## config.mk

```make
export PLATFORM = sky130hd
export DESIGN_NAME = pc_redirect_unit
export DESIGN_NICKNAME = d
export VERILOG_FILES = /design/src/rtl/pc_redirect_unit.sv
export SDC_FILE = /design/constraint.sdc
export NUM_CORES = 1
export LEC_CHECK = 0
export ABC_AREA = 1
export CAP_MARGIN = 20
export CORE_MARGIN = 4
export CORE_UTILIZATION = 36
export CTS_CLUSTER_SIZE = 20
export DETAILED_ROUTE_END_ITERATION = 6
export PLACE_DENSITY_LB_ADDON = 0.3
export SYNTH_ARGS = -nofsm -noshare
export SYNTH_HDL_FRONTEND = slang
export SYNTH_SLANG_ARGS = --single-unit
```

## constraint.sdc

```tcl
create_clock -name clk_in -period 3.2 [get_ports clk_in]
set_input_delay 0.64 -clock clk_in [delete_from_list [all_inputs] [get_ports clk_in]]
set_output_delay 0.64 -clock clk_in [all_outputs]
set_load 0.03 [all_outputs]
```

## src/rtl/pc_redirect_unit.sv

```systemverilog
// Program counter and fetch-redirect unit: selects the next PC from trap, mret,
// EX control transfers or sequential fetch, and flushes IF/ID after every redirect.
module pc_redirect_unit #(
    parameter logic [31:0] RESET_VECTOR = 32'h0000_0000,
    parameter int unsigned FLUSH_CYCLES = 2
) (
    input  logic        clk_in,
    input  logic        rst_n_in,
    input  logic        ex_valid_in,
    input  logic [4:0]  opcode_6_2_in,
    input  logic        branch_taken_in,
    input  logic [31:0] ex_pc_in,
    input  logic [31:0] imm_in,
    input  logic [31:0] rs1_in,
    input  logic        trap_taken_in,
    input  logic [31:0] trap_vector_in,
    input  logic        mret_in,
    input  logic [31:0] epc_in,
    input  logic        stall_in,
    input  logic        imem_ready_in,
    output logic        imem_req_o,
    output logic [31:0] pc_o,
    output logic [31:0] pc_plus4_o,
    output logic        flush_o,
    output logic        misaligned_o,
    output logic [31:0] misaligned_addr_o,
    output logic [1:0]  state_dbg_o
);

    typedef enum logic [1:0] {
        ST_BOOT  = 2'd0,
        ST_RUN   = 2'd1,
        ST_FLUSH = 2'd2
    } state_t;

    localparam logic [4:0] OP_BRANCH = 5'b11000;
    localparam logic [4:0] OP_JAL    = 5'b11011;
    localparam logic [4:0] OP_JALR   = 5'b11001;
    localparam logic [2:0] FLUSH_LOAD = 3'(FLUSH_CYCLES - 1);

    state_t      state;
    logic [2:0]  flush_cnt;

    logic [31:0] pc_rel_target;
    logic [31:0] jalr_target;
    logic [31:0] ex_target;
    logic        ex_transfer;
    logic        ex_misaligned;
    logic        redirect;
    logic [31:0] redirect_pc;
    logic        mis_detect;
    logic        advance;

    assign pc_rel_target = ex_pc_in + imm_in;
    assign jalr_target   = (rs1_in + imm_in) & 32'hFFFF_FFFE;
    assign pc_plus4_o    = pc_o + 32'd4;
    assign state_dbg_o   = state;

    // EX transfers only count in RUN; during FLUSH they belong to the wrong path.
    always_comb begin
        ex_transfer = 1'b0;
        ex_target   = pc_rel_target;
        if (ex_valid_in && (state == ST_RUN)) begin
            case (opcode_6_2_in)
                OP_BRANCH: ex_transfer = branch_taken_in;
                OP_JAL:    ex_transfer = 1'b1;
                OP_JALR: begin
                    ex_transfer = 1'b1;
                    ex_target   = jalr_target;
                end
                default:   ex_transfer = 1'b0;
            endcase
        end
    end

    assign ex_misaligned = ex_transfer && (ex_target[1:0] != 2'b00);

    // Fixed priority: trap, then mret, then an aligned EX transfer.
    always_comb begin
        redirect    = 1'b0;
        redirect_pc = ex_target;
        if (trap_taken_in) begin
            redirect    = 1'b1;
            redirect_pc = trap_vector_in;
        end else if (mret_in) begin
            redirect    = 1'b1;
            redirect_pc = epc_in;
        end else if (ex_transfer && !ex_misaligned) begin
            redirect    = 1'b1;
            redirect_pc = ex_target;
        end
    end

    assign mis_detect = !trap_taken_in && !mret_in && ex_misaligned;
    assign advance    = imem_req_o && imem_ready_in && !stall_in;

    always_ff @(posedge clk_in or negedge rst_n_in) begin
        if (!rst_n_in) begin
            state             <= ST_BOOT;
            pc_o              <= RESET_VECTOR;
            flush_cnt         <= 3'd0;
            imem_req_o        <= 1'b0;
            flush_o           <= 1'b0;
            misaligned_o      <= 1'b0;
            misaligned_addr_o <= 32'd0;
        end else begin
            misaligned_o <= mis_detect;
            if (mis_detect) begin
                misaligned_addr_o <= ex_target;
            end

            if (redirect) begin
                // A redirect wins over stall and memory backpressure.
                pc_o       <= redirect_pc;
                state      <= ST_FLUSH;
                flush_cnt  <= FLUSH_LOAD;
                imem_req_o <= 1'b1;
                flush_o    <= 1'b1;
            end else begin
                if (advance) begin
                    pc_o <= pc_o + 32'd4;
                end
                case (state)
                    ST_BOOT: begin
                        state      <= ST_RUN;
                        imem_req_o <= 1'b1;
                        flush_o    <= 1'b0;
                    end
                    ST_RUN: begin
                        imem_req_o <= 1'b1;
                        flush_o    <= 1'b0;
                    end
                    ST_FLUSH: begin
                        imem_req_o <= 1'b1;
                        if (flush_cnt == 3'd0) begin
                            state   <= ST_RUN;
                            flush_o <= 1'b0;
                        end else begin
                            flush_cnt <= flush_cnt - 3'd1;
                            flush_o   <= 1'b1;
                        end
                    end
                    default: begin
                        state      <= ST_BOOT;
                        imem_req_o <= 1'b0;
                        flush_o    <= 1'b0;
                    end
                endcase
            end
        end
    end

endmodule

```

* After elaboration in Yosys (flattened, before gate mapping)
Index checks and enable logic that the tools add are counted.
** Cells by class
- Reduce and logical (&&, ||, !) cells :: 20
- Add/subtract/negate cells :: 4
- Eq/ne operators :: 8
- Mux-type cells :: 22
** Operator list (count)
- 32-bit 2-to-1 mux :: 6
- 32-bit adder :: 2
- 32-bit by 3-bit adder with 32-bit output (second input constant) :: 1
- 5-bit == test (second input constant) :: 3
- 1-bit 2-to-1 mux :: 9
- 3-bit 2-to-1 mux :: 3
- 1-bit logical AND :: 7
- 2-bit case mux with 3 select lines :: 1
- 2-bit nonzero test :: 3
- 1-bit zero test :: 4
- 2-bit 2-to-1 mux :: 2
- 2-bit != test (second input constant) :: 2
- 2-bit AND reduction :: 2
- 3-bit zero test :: 1
- 3-bit != test (second input constant) :: 1
- 3-bit OR reduction :: 1
- 3-bit by 1-bit subtractor with 3-bit output (second input constant) :: 1
- 2-bit by 1-bit == test with 1-bit output (second input constant) :: 1
- 2-bit == test (second input constant) :: 1
- 2-bit zero test :: 1
- 1-bit case mux with 2 select lines :: 1
- 2-bit OR reduction :: 1
** Word-level totals
- Bits in registers :: 72
- Word-level logic and storage cells :: 61
- Input port bits :: 173

* Depth between registers and ports, before layout
Gate-level depths: netlist of run 1.
- Depth after elaboration :: 12
- Depth in mapped cells :: 20

* Worst setup path after synthesis of run 1
Ideal clock, no wire load.
- Kind :: reg2out
- Start point :: reg pc_o[3]
- End point :: out pc_plus4_o[24]
- Required time :: 2560 ps
- Path slack :: 472 ps
- Arrival :: 2088 ps
- Cell stages (with the launch flop) :: 8
- Cells stage by stage :: dfrtp_1 ha_1 nand3_2 nor3_4 nand4_2 nor2_4 nand3_4 xor2_1
** On the way
- Cells in the longest elaborated chain, start to end :: 1
** Ends and longest elaborated chain
- start: declaration :: line 22 : output logic [31:0] pc_o,
- start signal: assignment :: line 114 : pc_o <= redirect_pc;
- start signal: assignment :: line 121 : pc_o <= pc_o + 32'd4;
- 32-bit by 3-bit adder with 32-bit output :: line 56 : assign pc_plus4_o = pc_o + 32'd4;
- end: declaration :: line 23 : output logic [31:0] pc_plus4_o,
No other way between the ends.

* Worst setup path in the final report of run 1
- Start point :: reg pc_o[2]
- End point :: out pc_plus4_o[14]
Same word-level chain as after synthesis.

==> out/qor.csv, run 1 <==
metric;value;unit
outcome;completed;
FMAX;324;MHz
RSZ-0062 raised after global routing;no;
Top FF cell, synth;dfrtp_1;
vias in the first global route;10800;
root buffer cell;clkbuf_16;
critical-path cell list;ha_1, nand3_2, nor3_4, buf_4, nand2_1, nor3_1, xor2_1, dlygate4sd2_1;
Critical Path Fanout Max;4;
PortBufs;273;
critical path capture point type;output pin;
Levels on crit path;8;
DR pass1 iterations;5;
Residual DRC;0;
clock-pin slew on the worst setup and hold paths;60;ps
Detail Placement HPWL;31300;µm
routed length per placed instance;16.8;µm
Req. time, crit path;2560;ps
fin nets;2127;
register bit total from synthesis;72;
Hold Violations, Final;0;
Synth cell types;43;
commonest non-fill, non-tap cell in the layout;nand2_1;
synthesis warning total;0;
area of the mapped netlist;9090;µm²
VDD IR max;0.000243;V
max cap viols;0;
Global Route Usage Sum;25.8;%
initial cell density of the core;37.0;%
Die Y;167;µm
Via density;5.02;
CTS Buffer Depth;2;
hold slack final;441;ps
Worst Clk Skew;11.4;ps
Setup Fix Bufs, Post-CTS;0;
CTS tree;yes;
Overflow after GRT;0;
share of cells above drive strength 1;5.66;%
Post-Syn Nets;1831;
total leakage power;6.62;nW
sequential fraction of the synthesis area;19.8;%
CP bufs+invs;2;
Post-synth EDFFs;0;
Async S/R FF share, synth;100;%
Top delay family on crit path;simple AND/OR/NAND/NOR gates;
reg-to-reg setup timing slack;860;ps
startpoint types;register;
Slew HR;34.6;%
Power Dens Cells;329;nW/µm²
Vias;11100;
initial antenna violation count;1;
H-tree depth;3;
clock latency at the later pin of the worst-skew pair;340;ps
Rows;57;
largest net degree at the start of global routing;73;
die area;27900;µm²
critical path arrival;2440;ps
Core Region;24600;µm²
dpl cells;2201;
Hold Path Class;primary input to asynchronous set/reset pin;
Antenna Violating Nets Remaining;0;
highest-delay cell along the critical path;dlygate4sd2_1;
I/O Pins;274;
Starting DRT DRC Count;874;
CTS buffer count;9;
crit path kind;register to output pin;
Final Cycle Share;96.3;%
Reg-to-Reg Start;state_dbg_o[1];
worst-margin pin slew;981;ps
Post-Syn Instances;1592;
first-pass GRT wire length;58300;µm
min Tclk post-route;3080;ps
Final Wtd Congestion;0.967;
most frequent cells in the layout;nand2_1, clkdlybuf4s50_1, inv_1, nor2_1, nand3_1;
# clock sinks;72;
max incr delay on CP;430;ps
final wirelength;37200;µm
die width;167;µm
Syn-to-layout area delta;39.9;%
final non-filler cell total;2217;
syn_area_per_cell;5.71;µm²
CTS Hold Bufs;0;
final setup fails;0;
FF-to-FF End;pc_o[26];
FF-to-FF path depth;15;
max-slew violations;0;
[routing by layer]
layer,GRT usage (%),up-vias,wire (µm)
met5,0,-,0
met4,6.65,0,1010
met3,4.17,53,2540
met2,43.7,422,17100
met1,34.4,5040,16600
li1,-,5620,-
[state kept, by name, indices dropped and copies added, names as in the netlist]
register and count:
pc_o 32, flush_o 1, state_dbg_o 2, misaligned_addr_o 32, imem_req_o 1, misaligned_o 1, flush_cnt 3
[cells in the mapped netlist (9+ instances only)]
library cell,instances,share of area [%]
inv_1,218,9.0
buf_2,9,0.50
ha_1,64,8.8
nor3_1,26,1.4
o21bai_1,9,0.74
a21oi_1,102,5.6
dfrtp_1,72,20
nand2_1,605,25
clkbuf_1,18,0.74
nor2_1,157,6.5
o21ai_0,73,4.0
nand4_1,11,0.76
xor2_1,26,2.5
nand3_1,111,6.1
[worst max path at each step]
stage / start / endpoint / slack [ps]
2_1_floorplan: pc_o[3] / pc_plus4_o[24] / 470
3_3_place_gp: imm_in[1] / pc_o[18] / 20
3_5_place_dp: imm_in[1] / pc_o[18] / -20
4_1_cts: pc_o[2] / pc_plus4_o[28] / 20
5_1_grt: pc_o[2] / pc_plus4_o[22] / 1
6_report: pc_o[2] / pc_plus4_o[14] / 120
[layout make-up]
cell class              count  area, µm²
fillers                  2605      11900
multi-input cells        1264       6300
repair buffers            321       3090
flip-flops and latches     72       1800
inverters                 220        826
well taps                 324        405
clock buffers               9        225
clock inverters             6       68.8
diodes                      1       2.50
[logic make-up after synthesis]
| logic type | share of synthesized area [%] |
|---|---|
| AND/OR/NAND/NOR | 43.9 |
| buffers and inverters | 10.9 |
| AO/OA/AOI/OAI | 12.3 |
| flip-flops | 19.8 |
| adder cells (fa/ha/maj) | 9.25 |
| XOR/XNOR | 3.81 |
[stage by stage]
stage	setup WS [ps]	power [W]	utilization, %	TNS (ps)	cell area, µm²
after floorplan	472	0.00226	-	0	9090
after global placement	17.2	0.00317	50.6	0	12400
after detailed placement	-21.4	0.00318	50.6	-21.4	12400
after CTS	20.1	0.00419	51.7	0	12700
after global routing	0.980	0.00444	51.7	0	12700
final	117	0.00418	51.7	0	12700
[what timing repair did]
item | 4_1_cts | 5_1_grt
gates cloned | 0 | 0
gates resized for setup | 13 | 14
setup endpoints to repair | 13 | 10
pin swaps | 0 | 0
hold endpoints to repair | 0 | 0
[report_power, final]
part	internal [W]	switching, W	total (W)
Clock	0.000605	0.000414	0.00102
Sequential	0.000971	0.0000950	0.00107
Combinational	0.000825	0.00127	0.00209
Total	0.00240	0.00178	0.00418
Note: power is estimated with default switching activity, not from simulation.
==> run 2, diff against run 1 <==
- CORE_UTILIZATION: 36 -> 40
==> run 2 against run 1 <==
Hold slack better by 2.9 ps; largest cell class unchanged; fmax is 0.37% higher; first-iteration DRC count is 1.7% lower; die area is 9.5% lower; count of clock-buffer cells in the layout is 2 higher; utilization is 5.7 points higher; critical endpoint is now pc_plus4_o[31]; combinational power hardly changed; clock skew is 1.4 ps lower; global-route usage is 2.5 points higher; cell count is 2.4% lower; worst setup slack better by 11 ps; critical path depth is 2 higher.
==> out/qor.csv, run 2 (same netlist as run 1, synthesis figures left out) <==
metric;value;unit;change
first-pass GRT wire length;58400;µm;was 58300 µm
Residual DRC;0;;unchanged
final wirelength;36800;µm;was 37200 µm
FF-to-FF path depth;14;;was 15
share of cells above drive strength 1;5.20;%;was 5.66%
I/O Pins;274;;unchanged
final non-filler cell total;2163;;was 2217
DR pass1 iterations;5;;unchanged
outcome;completed;;unchanged
Syn-to-layout area delta;39.5;%;was 39.9%
Global Route Usage Sum;28.3;%;was 25.8%
Reg-to-Reg Start;state_dbg_o[1];;unchanged
Clk pwr share;27.4;%;was 24.4%
H-tree depth;3;;unchanged
clock-pin slew on the worst setup and hold paths;60;ps;about the same
FF-to-FF End;pc_o[2];;was pc_o[26]
max incr delay on CP;450;ps;was 430 ps
setup TNS;0;ps;unchanged
root buffer cell;clkbuf_16;;unchanged
most frequent cells in the layout;nand2_1, clkdlybuf4s50_1, inv_1, nor2_1, nand3_1;;unchanged
# diodes;0;;was 1
VDD IR max;0.000252;V;was 0.000243 V
min Tclk post-route;3070;ps;was 3080 ps
initial cell density of the core;41.2;%;was 37.0%
Starting DRT DRC Count;859;;was 874
critical-path cell list;nand2_2, nor2_4, nand2_4, nor2_4, nand2_4, nor3_4, nand2_2, nor2_4, xor2_2, dlygate4sd2_1;;was ha_1, nand3_2, nor3_4, buf_4, nand2_1, nor3_1, xor2_1, dlygate4sd2_1
total leakage power;6.63;nW;was 6.62 nW
critical path arrival;2430;ps;was 2440 ps
Via density;5.16;;was 5.02
startpoint types;register;;unchanged
RSZ-0062 raised after global routing;no;;unchanged
die width;159;µm;was 167 µm
Flop pwr share;24.7;%;was 25.5%
crit path kind;register to output pin;;unchanged
commonest non-fill, non-tap cell in the layout;nand2_1;;unchanged
Worst Clk Skew;9.99;ps;was 11.4 ps
routed length per placed instance;17.0;µm;was 16.8 µm
FMAX;326;MHz;was 324 MHz
PortBufs;273;;unchanged
switching share of total power;40.6;%;was 42.6%
CTS tree;yes;;unchanged
final core area utilization;57.4;%;was 51.7%
largest net degree at the start of global routing;73;;unchanged
Top delay family on crit path;simple AND/OR/NAND/NOR gates;;unchanged
Core Region;22100;µm²;was 24600 µm²
dpl cells;2147;;was 2201
vias in the first global route;10700;;was 10800
initial antenna violation count;1;;unchanged
worst-margin pin slew;965;ps;was 981 ps
CTS Buffer Depth;2;;unchanged
Req. time, crit path;2560;ps;about the same
fin nets;2117;;was 2127
Final Cycle Share;96.0;%;was 96.3%
Setup Fix Bufs, Post-CTS;0;;unchanged
Hold Path Class;primary input to asynchronous set/reset pin;;unchanged
combinational share of power;47.9;%;was 50.1%
Pint;0.00257;W;was 0.00240 W
most used cell, CP;nor2_4;;
Antenna Violating Nets Remaining;0;;unchanged
final setup fails;0;;unchanged
Finished Cell Area;12700;µm²;about the same
reg-to-reg setup timing slack;810;ps;was 860 ps
Rows;54;;was 57
Die Y;159;µm;was 167 µm
P_sw;0.00176;W;was 0.00178 W
CTS buffer count;9;;unchanged
largest registers;misaligned_addr_o: 32 flops, pc_o: 32 flops, flush_cnt: 3 flops;;unchanged
Critical Path Fanout Max;5;;was 4
Final Wtd Congestion;0.941;;was 0.967
Slew HR;35.7;%;was 34.6%
critical path capture point type;output pin;;unchanged
Detail Placement HPWL;30300;µm;was 31300 µm
CP bufs+invs;1;;was 2
max cap viols;0;;unchanged
Overflow after GRT;0;;unchanged
post-place instance area;12400;µm²;about the same
highest-delay cell along the critical path;dfrtp_1;;was dlygate4sd2_1
# clock sinks;72;;unchanged
die area;25200;µm²;was 27900 µm²
Power Dens Cells;342;nW/µm²;was 329 nW/µm²
Levels on crit path;10;;was 8
Hold Violations, Final;0;;unchanged
Vias;11200;;was 11100
clock latency at the later pin of the worst-skew pair;340;ps;about the same
max-slew violations;0;;unchanged
## run 2: cell count changes in the layout (fill, tap and decap cells not counted), moves of 2 or more
cell | before | now
bufinv_16 | 1 | 3
buf_4 | 47 | 34
dlymetal6s2s_1 | 5 | 7
buf_12 | 2 | 5
inv_6 | 2 | 0
## run 2: what timing repair did
item / in CTS / in global routing
hold buffers: 0 / 0
setup endpoints to repair: 12 / 12
gates resized for setup: 14 / 15
## run 2: routing by layer
metal | global-route usage, % | up-vias | share of wire (%)
met5 | 0 | - | 0.019
li1 | - | 5602 | -
met1 | 38.3 | 5029 | 44
met4 | 6.75 | 2 | 2.3
met2 | 47.3 | 468 | 46
met3 | 4.90 | 57 | 7.8
## run 2: stage by stage
step                power, W  setup slack (ps)  hold WS [ps]
floorplan            0.00226               472           344
global placement     0.00314              41.6           464
detailed placement   0.00315              9.30           465
CTS                  0.00433              11.4           482
global route         0.00459              2.18           491
finish               0.00433               129           443
## run 2: area by class of cell
class                   count  area (µm²)
well taps                 280         350
repair buffers            311        3060
clock inverters             5         104
clock buffers              11         243
multi-input cells        1264        6300
inverters                 220         826
flip-flops and latches     72        1800
fillers                  2216        9410
## run 2: worst reg2reg max path, delay by kind of cell (launching register included)
family / cells / cell delay (ps)
DFF: 1 / 430
and+or+nand+nor: 9 / 1100
AOI/OAI and AO/OA: 1 / 230
buffers and inverters: 4 / 510
## run 2: power groups by stage
stage          logic, W  registers, W  clock network [W]
4_1_cts         0.00207       0.00107            0.00120
3_5_place_dp    0.00207       0.00108                  0
5_1_grt         0.00227       0.00108            0.00124
3_3_place_gp    0.00206       0.00108                  0
6_report        0.00208       0.00107            0.00119
2_1_floorplan   0.00109       0.00118                  0
## run 2: worst max path at each step
stage,endpoint,startpoint,slack (ps)
after floorplan,pc_plus4_o[24],pc_o[3],470
after global placement,pc_o[15],imm_in[6],40
after detailed placement,pc_o[15],imm_in[5],9
after CTS,pc_plus4_o[21],pc_o[5],10
after global routing,pc_plus4_o[31],pc_o[5],2
final,pc_plus4_o[31],pc_o[5],130
